`config.mk`:
```
export PLATFORM = sky130hd
export DESIGN_NAME = dram_port_arbiter
export DESIGN_NICKNAME = d
export VERILOG_FILES = /design/src/rtl/cnn_acc_pkg.sv /design/src/rtl/wb_fifo.sv /design/src/rtl/dram_port_arbiter.sv
export SDC_FILE = /design/constraint.sdc
export NUM_CORES = 1
export LEC_CHECK = 0
export CAP_MARGIN = 20
export CORE_MARGIN = 5
export CORE_UTILIZATION = 54
export DETAILED_ROUTE_END_ITERATION = 10
export PLACE_DENSITY = 0.8
export SYNTH_ARGS = -nofsm -noshare
export SYNTH_HDL_FRONTEND = slang
export SYNTH_SLANG_ARGS = --single-unit
```
`constraint.sdc`:
```
create_clock -name clk -period 3 [get_ports clk]
set_clock_uncertainty 0.15 [all_clocks]
set_input_delay 0.6 -clock clk [delete_from_list [all_inputs] [get_ports clk]]
set_output_delay 0.6 -clock clk [all_outputs]
set_load 0.1 [all_outputs]
```
`src/rtl/cnn_acc_pkg.sv`:
```
// Shared definitions for the CNN accelerator DRAM-side blocks.
// Provides the DRAM address/data widths and the arbiter state encoding.
package cnn_acc_pkg;
    localparam int ADDR_W = 10;
    localparam int DATA_W = 64;

    typedef enum logic [1:0] {
        IDLE = 2'd0,
        RUN  = 2'd1,
        DONE = 2'd2
    } arb_state_t;
endpackage

```
`src/rtl/wb_fifo.sv`:
```
// wb_fifo: synchronous FIFO holding posted writes ({addr, data} words).
// Ports:
//   clk, rst_n      - clock, asynchronous active-low reset
//   push, push_data - enqueue a word (ignored when full)
//   pop             - dequeue the head word (ignored when empty)
//   head            - current head word (meaningless when empty)
//   full, empty     - occupancy flags
module wb_fifo #(
    parameter int DEPTH = 4,
    parameter int WIDTH = 74
) (
    input  logic             clk,
    input  logic             rst_n,
    input  logic             push,
    input  logic [WIDTH-1:0] push_data,
    input  logic             pop,
    output logic [WIDTH-1:0] head,
    output logic             full,
    output logic             empty
);
    localparam int PTR_W = $clog2(DEPTH);

    logic [WIDTH-1:0] r_mem [DEPTH];
    // Pointers carry one extra wrap bit so full and empty can be told apart.
    logic [PTR_W:0]   r_wptr;
    logic [PTR_W:0]   r_rptr;
    logic             w_do_push;
    logic             w_do_pop;

    assign empty     = (r_wptr == r_rptr);
    assign full      = (r_wptr[PTR_W] != r_rptr[PTR_W]) &&
                       (r_wptr[PTR_W-1:0] == r_rptr[PTR_W-1:0]);
    assign w_do_push = push && !full;
    assign w_do_pop  = pop && !empty;
    assign head      = r_mem[r_rptr[PTR_W-1:0]];

    // Pointer update and storage write.
    always_ff @(posedge clk or negedge rst_n) begin
        if (!rst_n) begin
            r_wptr <= {(PTR_W+1){1'b0}};
            r_rptr <= {(PTR_W+1){1'b0}};
            for (int i = 0; i < DEPTH; i++) begin
                r_mem[i] <= {WIDTH{1'b0}};
            end
        end else begin
            if (w_do_push) begin
                r_mem[r_wptr[PTR_W-1:0]] <= push_data;
                r_wptr <= r_wptr + {{PTR_W{1'b0}}, 1'b1};
            end
            if (w_do_pop) begin
                r_rptr <= r_rptr + {{PTR_W{1'b0}}, 1'b1};
            end
        end
    end
endmodule

```
`src/rtl/dram_port_arbiter.sv`:
```
// dram_port_arbiter: single-port DRAM scheduler between the ifmap fetch
// engine (reads) and the max-pool writeback engine (posted writes).
// One DRAM access is issued per cycle from registered command outputs.
// Ports:
//   clk, rst_n, start        - clock, async active-low reset, layer start pulse
//   rd_req/rd_addr/rd_gnt    - read request, address, combinational grant
//   rd_valid/rd_data         - read return, two cycles after the grant
//   wr_req/wr_addr/wr_data   - write post; accepted when wr_ready
//   DRAMreadData             - DRAM read return (driven during the command cycle)
//   DRAMread*/DRAMwrite*     - registered DRAM command bus
//   done                     - sticky layer-complete flag
module dram_port_arbiter #(
    parameter int ADDR_W     = cnn_acc_pkg::ADDR_W,
    parameter int DATA_W     = cnn_acc_pkg::DATA_W,
    parameter int WBUF_DEPTH = 4,
    parameter int STARVE_MAX = 8,
    parameter int LAST_WADDR = 24
) (
    input  logic              clk,
    input  logic              rst_n,
    input  logic              start,
    input  logic              rd_req,
    input  logic [ADDR_W-1:0] rd_addr,
    output logic              rd_gnt,
    output logic              rd_valid,
    output logic [DATA_W-1:0] rd_data,
    input  logic              wr_req,
    input  logic [ADDR_W-1:0] wr_addr,
    input  logic [DATA_W-1:0] wr_data,
    output logic              wr_ready,
    input  logic [DATA_W-1:0] DRAMreadData,
    output logic              DRAMreadEn,
    output logic [ADDR_W-1:0] DRAMreadAddr,
    output logic              DRAMwriteEn,
    output logic [ADDR_W-1:0] DRAMwriteAddr,
    output logic [DATA_W-1:0] DRAMwriteData,
    output logic              done
);
    import cnn_acc_pkg::*;

    localparam int WORD_W = ADDR_W + DATA_W;
    localparam int SC_W   = $clog2(STARVE_MAX + 1);

    arb_state_t        r_state;
    arb_state_t        w_state_nxt;
    logic [SC_W-1:0]   r_starve_cnt;
    logic              r_done;
    logic              r_rd_valid;
    logic [DATA_W-1:0] r_rd_data;
    logic              r_dram_ren;
    logic [ADDR_W-1:0] r_dram_raddr;
    logic              r_dram_wen;
    logic [ADDR_W-1:0] r_dram_waddr;
    logic [DATA_W-1:0] r_dram_wdata;

    logic              w_run;
    logic              w_rd_want;
    logic              w_push;
    logic              w_pending;
    logic              w_starved;
    logic              w_wr_sel;
    logic              w_rd_sel;
    logic              w_fifo_full;
    logic              w_fifo_empty;
    logic              w_fifo_push;
    logic              w_fifo_pop;
    logic [WORD_W-1:0] w_fifo_head;
    logic [WORD_W-1:0] w_wr_word;
    logic              w_last_on_bus;

    assign w_run     = (r_state == RUN);
    // Outside RUN reads are never granted, so they must not hold writes back.
    assign w_rd_want = rd_req && w_run;
    assign wr_ready  = w_run && !w_fifo_full;
    assign w_push    = wr_req && wr_ready;
    assign w_starved = (r_starve_cnt == SC_W'(STARVE_MAX));

    // A word being posted this cycle counts as pending: with an empty buffer it
    // bypasses storage and reaches the DRAM bus on the next cycle.
    assign w_pending = !w_fifo_empty || w_push;
    assign w_wr_sel  = w_pending && (!w_rd_want || w_fifo_full || w_starved);
    assign w_rd_sel  = w_rd_want && !w_wr_sel;
    assign rd_gnt    = w_rd_sel;

    assign w_wr_word   = w_fifo_empty ? {wr_addr, wr_data} : w_fifo_head;
    assign w_fifo_push = w_push && !(w_wr_sel && w_fifo_empty);
    assign w_fifo_pop  = w_wr_sel && !w_fifo_empty;

    assign w_last_on_bus = r_dram_wen && (r_dram_waddr == ADDR_W'(LAST_WADDR));

    wb_fifo #(
        .DEPTH (WBUF_DEPTH),
        .WIDTH (WORD_W)
    ) u_wb_fifo (
        .clk       (clk),
        .rst_n     (rst_n),
        .push      (w_fifo_push),
        .push_data ({wr_addr, wr_data}),
        .pop       (w_fifo_pop),
        .head      (w_fifo_head),
        .full      (w_fifo_full),
        .empty     (w_fifo_empty)
    );

    // Layer state register.
    always_ff @(posedge clk or negedge rst_n) begin
        if (!rst_n) begin
            r_state <= IDLE;
        end else begin
            r_state <= w_state_nxt;
        end
    end

    // Layer next-state logic; the layer ends once its last word is on the bus.
    always_comb begin
        w_state_nxt = r_state;
        case (r_state)
            IDLE:    w_state_nxt = start ? RUN : IDLE;
            RUN:     w_state_nxt = w_last_on_bus ? DONE : RUN;
            DONE:    w_state_nxt = start ? RUN : DONE;
            default: w_state_nxt = IDLE;
        endcase
    end

    // Sticky done flag tracks entry into DONE; start leaves DONE and clears it.
    always_ff @(posedge clk or negedge rst_n) begin
        if (!rst_n) begin
            r_done <= 1'b0;
        end else begin
            r_done <= (w_state_nxt == DONE);
        end
    end

    // Starvation counter: read grants taken while a write is waiting.
    always_ff @(posedge clk or negedge rst_n) begin
        if (!rst_n) begin
            r_starve_cnt <= {SC_W{1'b0}};
        end else if (w_wr_sel) begin
            r_starve_cnt <= {SC_W{1'b0}};
        end else if (w_rd_sel && w_pending && !w_starved) begin
            r_starve_cnt <= r_starve_cnt + SC_W'(1);
        end else begin
            r_starve_cnt <= r_starve_cnt;
        end
    end

    // DRAM command registers: enables pulse, address/data hold between uses.
    always_ff @(posedge clk or negedge rst_n) begin
        if (!rst_n) begin
            r_dram_ren   <= 1'b0;
            r_dram_raddr <= {ADDR_W{1'b0}};
            r_dram_wen   <= 1'b0;
            r_dram_waddr <= {ADDR_W{1'b0}};
            r_dram_wdata <= {DATA_W{1'b0}};
        end else begin
            r_dram_ren <= w_rd_sel;
            r_dram_wen <= w_wr_sel;
            if (w_rd_sel) begin
                r_dram_raddr <= rd_addr;
            end
            if (w_wr_sel) begin
                r_dram_waddr <= w_wr_word[WORD_W-1:DATA_W];
                r_dram_wdata <= w_wr_word[DATA_W-1:0];
            end
        end
    end

    // Read return: DRAM data is captured at the end of the command cycle.
    always_ff @(posedge clk or negedge rst_n) begin
        if (!rst_n) begin
            r_rd_valid <= 1'b0;
            r_rd_data  <= {DATA_W{1'b0}};
        end else begin
            r_rd_valid <= r_dram_ren;
            if (r_dram_ren) begin
                r_rd_data <= DRAMreadData;
            end
        end
    end

    assign rd_valid      = r_rd_valid;
    assign rd_data       = r_rd_data;
    assign DRAMreadEn    = r_dram_ren;
    assign DRAMreadAddr  = r_dram_raddr;
    assign DRAMwriteEn   = r_dram_wen;
    assign DRAMwriteAddr = r_dram_waddr;
    assign DRAMwriteData = r_dram_wdata;
    assign done          = r_done;
endmodule

```
==> flow_summary_export.csv <==
group,metric,value,unit
final_layout,fin_nets,1851,
synthesis,synthFlopType,"dfrtp_1",
run,timing.max_cap.violations,0,
grt,grt-ovfl-total,0,
worst_setup_path,critical_path_class,"reg -> out",
final_layout,area_delta_synth_final,25.43,%
routing,drt-vias-per-instance,5.941,
grt,grt_max_degree,79,
timing,worst_pin_slew,0.9824,ns
worst_setup_path,crit_chain,"xor2_4 -> nor3_1 -> o2111ai_2 -> inv_2 -> buf_12",
worst_setup_path,crit_slowest_cell,"dfrtp_4",
worst_setup_path,crit_buf_inv,2,
synthesis,netlist.area_leader.share,0.5755,
die,core,0.03661,mm²
synthesis,synthDistinctLibCells,38,
die,boundaryPins,307,
synthesis,synthTopCellsByArea,"dfrtp_1 58%, mux2_1 12%, mux2_2 9.4%",
final_layout,regArea,0.01152,mm²
synthesis,yosysSeqAreaShare,0.5755,
worst_setup_path,max_stage_delay,0.52,ns
outcome,outcome,"completed",
clocking,cts-root-buf,"clkbuf_16",
grt,antenna_found_initial,2,
timing,rsz0062_at_grt,"false",
timing,relSlewSlack,0.3450,
clocking,clock_path_buffers,3,
worst_setup_path,cp_data_arrival_time,2.16,ns
synthesis,synth_area,0.02000,mm²
worst_setup_path,r2r_cells,7,
synthesis,synth_cells,1383,
clocking,clk_latency,0.58,ns
placed_design,hpwl,32570,µm
routing,antenna_left,0,
worst_setup_path,critical_path.top_delay_family,"flip-flops",
timing,hold_violations,0,
synthesis,async_flop_share,1.000,
grt,grt.total_usage,0.2461,
final_layout,drive_above_1_share,0.3175,
synthesis,synth_edf_count,0,
clocking,numCtsBuffers,47,
min_path,min_path_cells,0,
synthesis,syn_nets,1543,
routing,routed_wl,50280,µm
routing,drt_iter0_drc,685,
grt,grt_pass1_vias,14030,
routing,drt_first_pass_iters,4,
die,start_util,0.5463,
grt,grt_pass1_wl,80480,µm
worst_setup_path,cp.depth,5,
min_path,hp-class,"reg -> reg",
clocking,htree_levels,2,
routing,wl_per_cell,22.91,µm
placed_design,place_congestion,0.7673,
worst_setup_path,cp_data_required_time,2.25,ns
routing,via_count,13040,
die,die_y,202.5,µm
die,die_width,202.5,µm
clocking,clock-sinks,460,
final_layout,multi_input_area,0.007956,mm²
timing,period_share,0.9690,
timing,timing.fmax,344.0,MHz
timing,min_period,2.907,ns
timing,finalSetupViolations,0,
synthesis,syn_area_per_cell,14.46,µm²
worst_setup_path,cp_max_fo,6,
placed_design,dpl_cell_area,0.02352,mm²
synthesis,synth_commonest_cells,"460 x dfrtp_1, 299 x nand3_1, 205 x mux2_1",
timing,tns,0,ns
worst_setup_path,endpoint_kind,"output pin",
routing,route.detailed.drc,0,
clocking,postCtsSetupBuffers,0,
placed_design,port-buffer-count,306,
final_layout,fin_area,0.02509,mm²
timing,maxSlewViolCount,0,
final_layout,n_fill_cell,2562,
die,rows,70,
clocking,cts_tree,"yes",
synthesis,synth-seq-cells,460,
synthesis,yosysTopAreaCell,"dfrtp_1",
clocking,path_clk_slew,0.06,ns
die,die_area,0.04099,mm²
worst_setup_path,start_kind,"register",
synthesis,ys_warn_count,0,
synthesis,synth_most_common_cell,"dfrtp_1",
==> path summary, 6_finish.rpt <==
path / from / endpoint / slack (ns)
worst max-delay path: u_wb_fifo.r_rptr[1] / rd_gnt / 0.09
worst min-delay path: DRAMreadEn / rd_valid / 0.26
worst max register to register: r_starve_cnt[0] / u_wb_fifo.r_mem[215] / 0.42
worst min register to register: DRAMreadEn / rd_valid / 0.26
max in group asynchronous: rst_n / u_wb_fifo.r_mem[11] / 1.31
min in group asynchronous: rst_n / DRAMwriteData[58] / 0.46
==> flip-flops by register name, indices dropped and copies added, names as in the netlist <==
signal	count
u_wb_fifo.r_mem	296
DRAMwriteData	64
rd_data	64
DRAMreadAddr	10
DRAMwriteAddr	10
r_starve_cnt	4
u_wb_fifo.r_rptr	3
u_wb_fifo.r_wptr	3
r_state	2
DRAMreadEn	1
DRAMwriteEn	1
done	1
rd_valid	1
==> per-layer routing <==
metal,global-route usage,vias to the layer above,part of all wire
li1,-,5719,-
met1,0.3276,6828,0.41
met2,0.4064,414,0.49
met3,0.05878,78,0.064
met4,0.07687,2,0.028
met5,0,-,0.00014
==> what timing repair did <==
action                                  4_1_cts  5_1_grt
resized for setup                             2        2
hold buffers                                  1        0
endpoints found under the setup margin        1        1
endpoints found under the hold margin        64        0
==> cells in the final DEF, fill, tap and decap left out, drive strengths merged, types with 2 or more instances in the layout <==
cell	Yosys	routed
a21oi	7	7
buf	63	215
nor4	3	3
mux2	372	372
clkbuf	45	72
inv	7	8
xor2	5	5
a22o	2	2
nand3	299	299
clkdlybuf4s50	0	151
ha	7	7
dfrtp	460	460
mux4	74	74
nand2	8	8
nor2	3	3
and3b	2	2
nor2b	2	2
or3	3	3
xnor2	5	5
clkinv	0	9
bufinv	0	2
nand3b	3	3
o21ai	3	3
==> worst register-to-register path, cell delays in order, from the launching register on <==
cell     delay (ns)
dfrtp_1        0.41
inv_1          0.06
ha_1           0.21
and3b_1        0.26
or3_4          0.43
a21oi_4        0.21
buf_12         0.31
mux2_1         0.41
==> through the flow <==
| stage | hold slack [ns] | worst slack (ns) | util | cells |
|---|---|---|---|---|
| 6_report | 0.2577 | 0.09289 | 0.6852 | 2195 |
| 5_1_grt | 0.2622 | 0.0006288 | 0.6852 | 2195 |
| 4_1_cts | 0.2588 | 0.02625 | 0.6851 | 2194 |
| 3_5_place_dp | 0.2478 | 0.1289 | 0.6426 | 2109 |
| 3_3_place_gp | 0.2345 | 0.1544 | 0.6426 | 2109 |
| 2_1_floorplan | 0.1544 | 0.04590 | - | 1383 |
==> final cells by class <==
type	instances	area share
antenna	1	0.00009975
clock buffer	72	0.05586
clock inverter	12	0.004988
inverter	7	0.001047
multi-input combinational	808	0.3172
sequential	460	0.4592
tap	468	0.02334
timing repair buffer	367	0.1383
==> logic make-up after synthesis <==
logic type / synth area share
muxes: 0.2928
DFF: 0.5755
AOI/OAI and AO/OA: 0.006631
xor gates and xnor gates: 0.005130
buffers and inverters: 0.03259
and+or+nand+nor: 0.08295
adders and majority gates: 0.004379
Power is not shown: default switching activity piles up to over one toggle a cycle in this logic, so the estimate is an artifact.
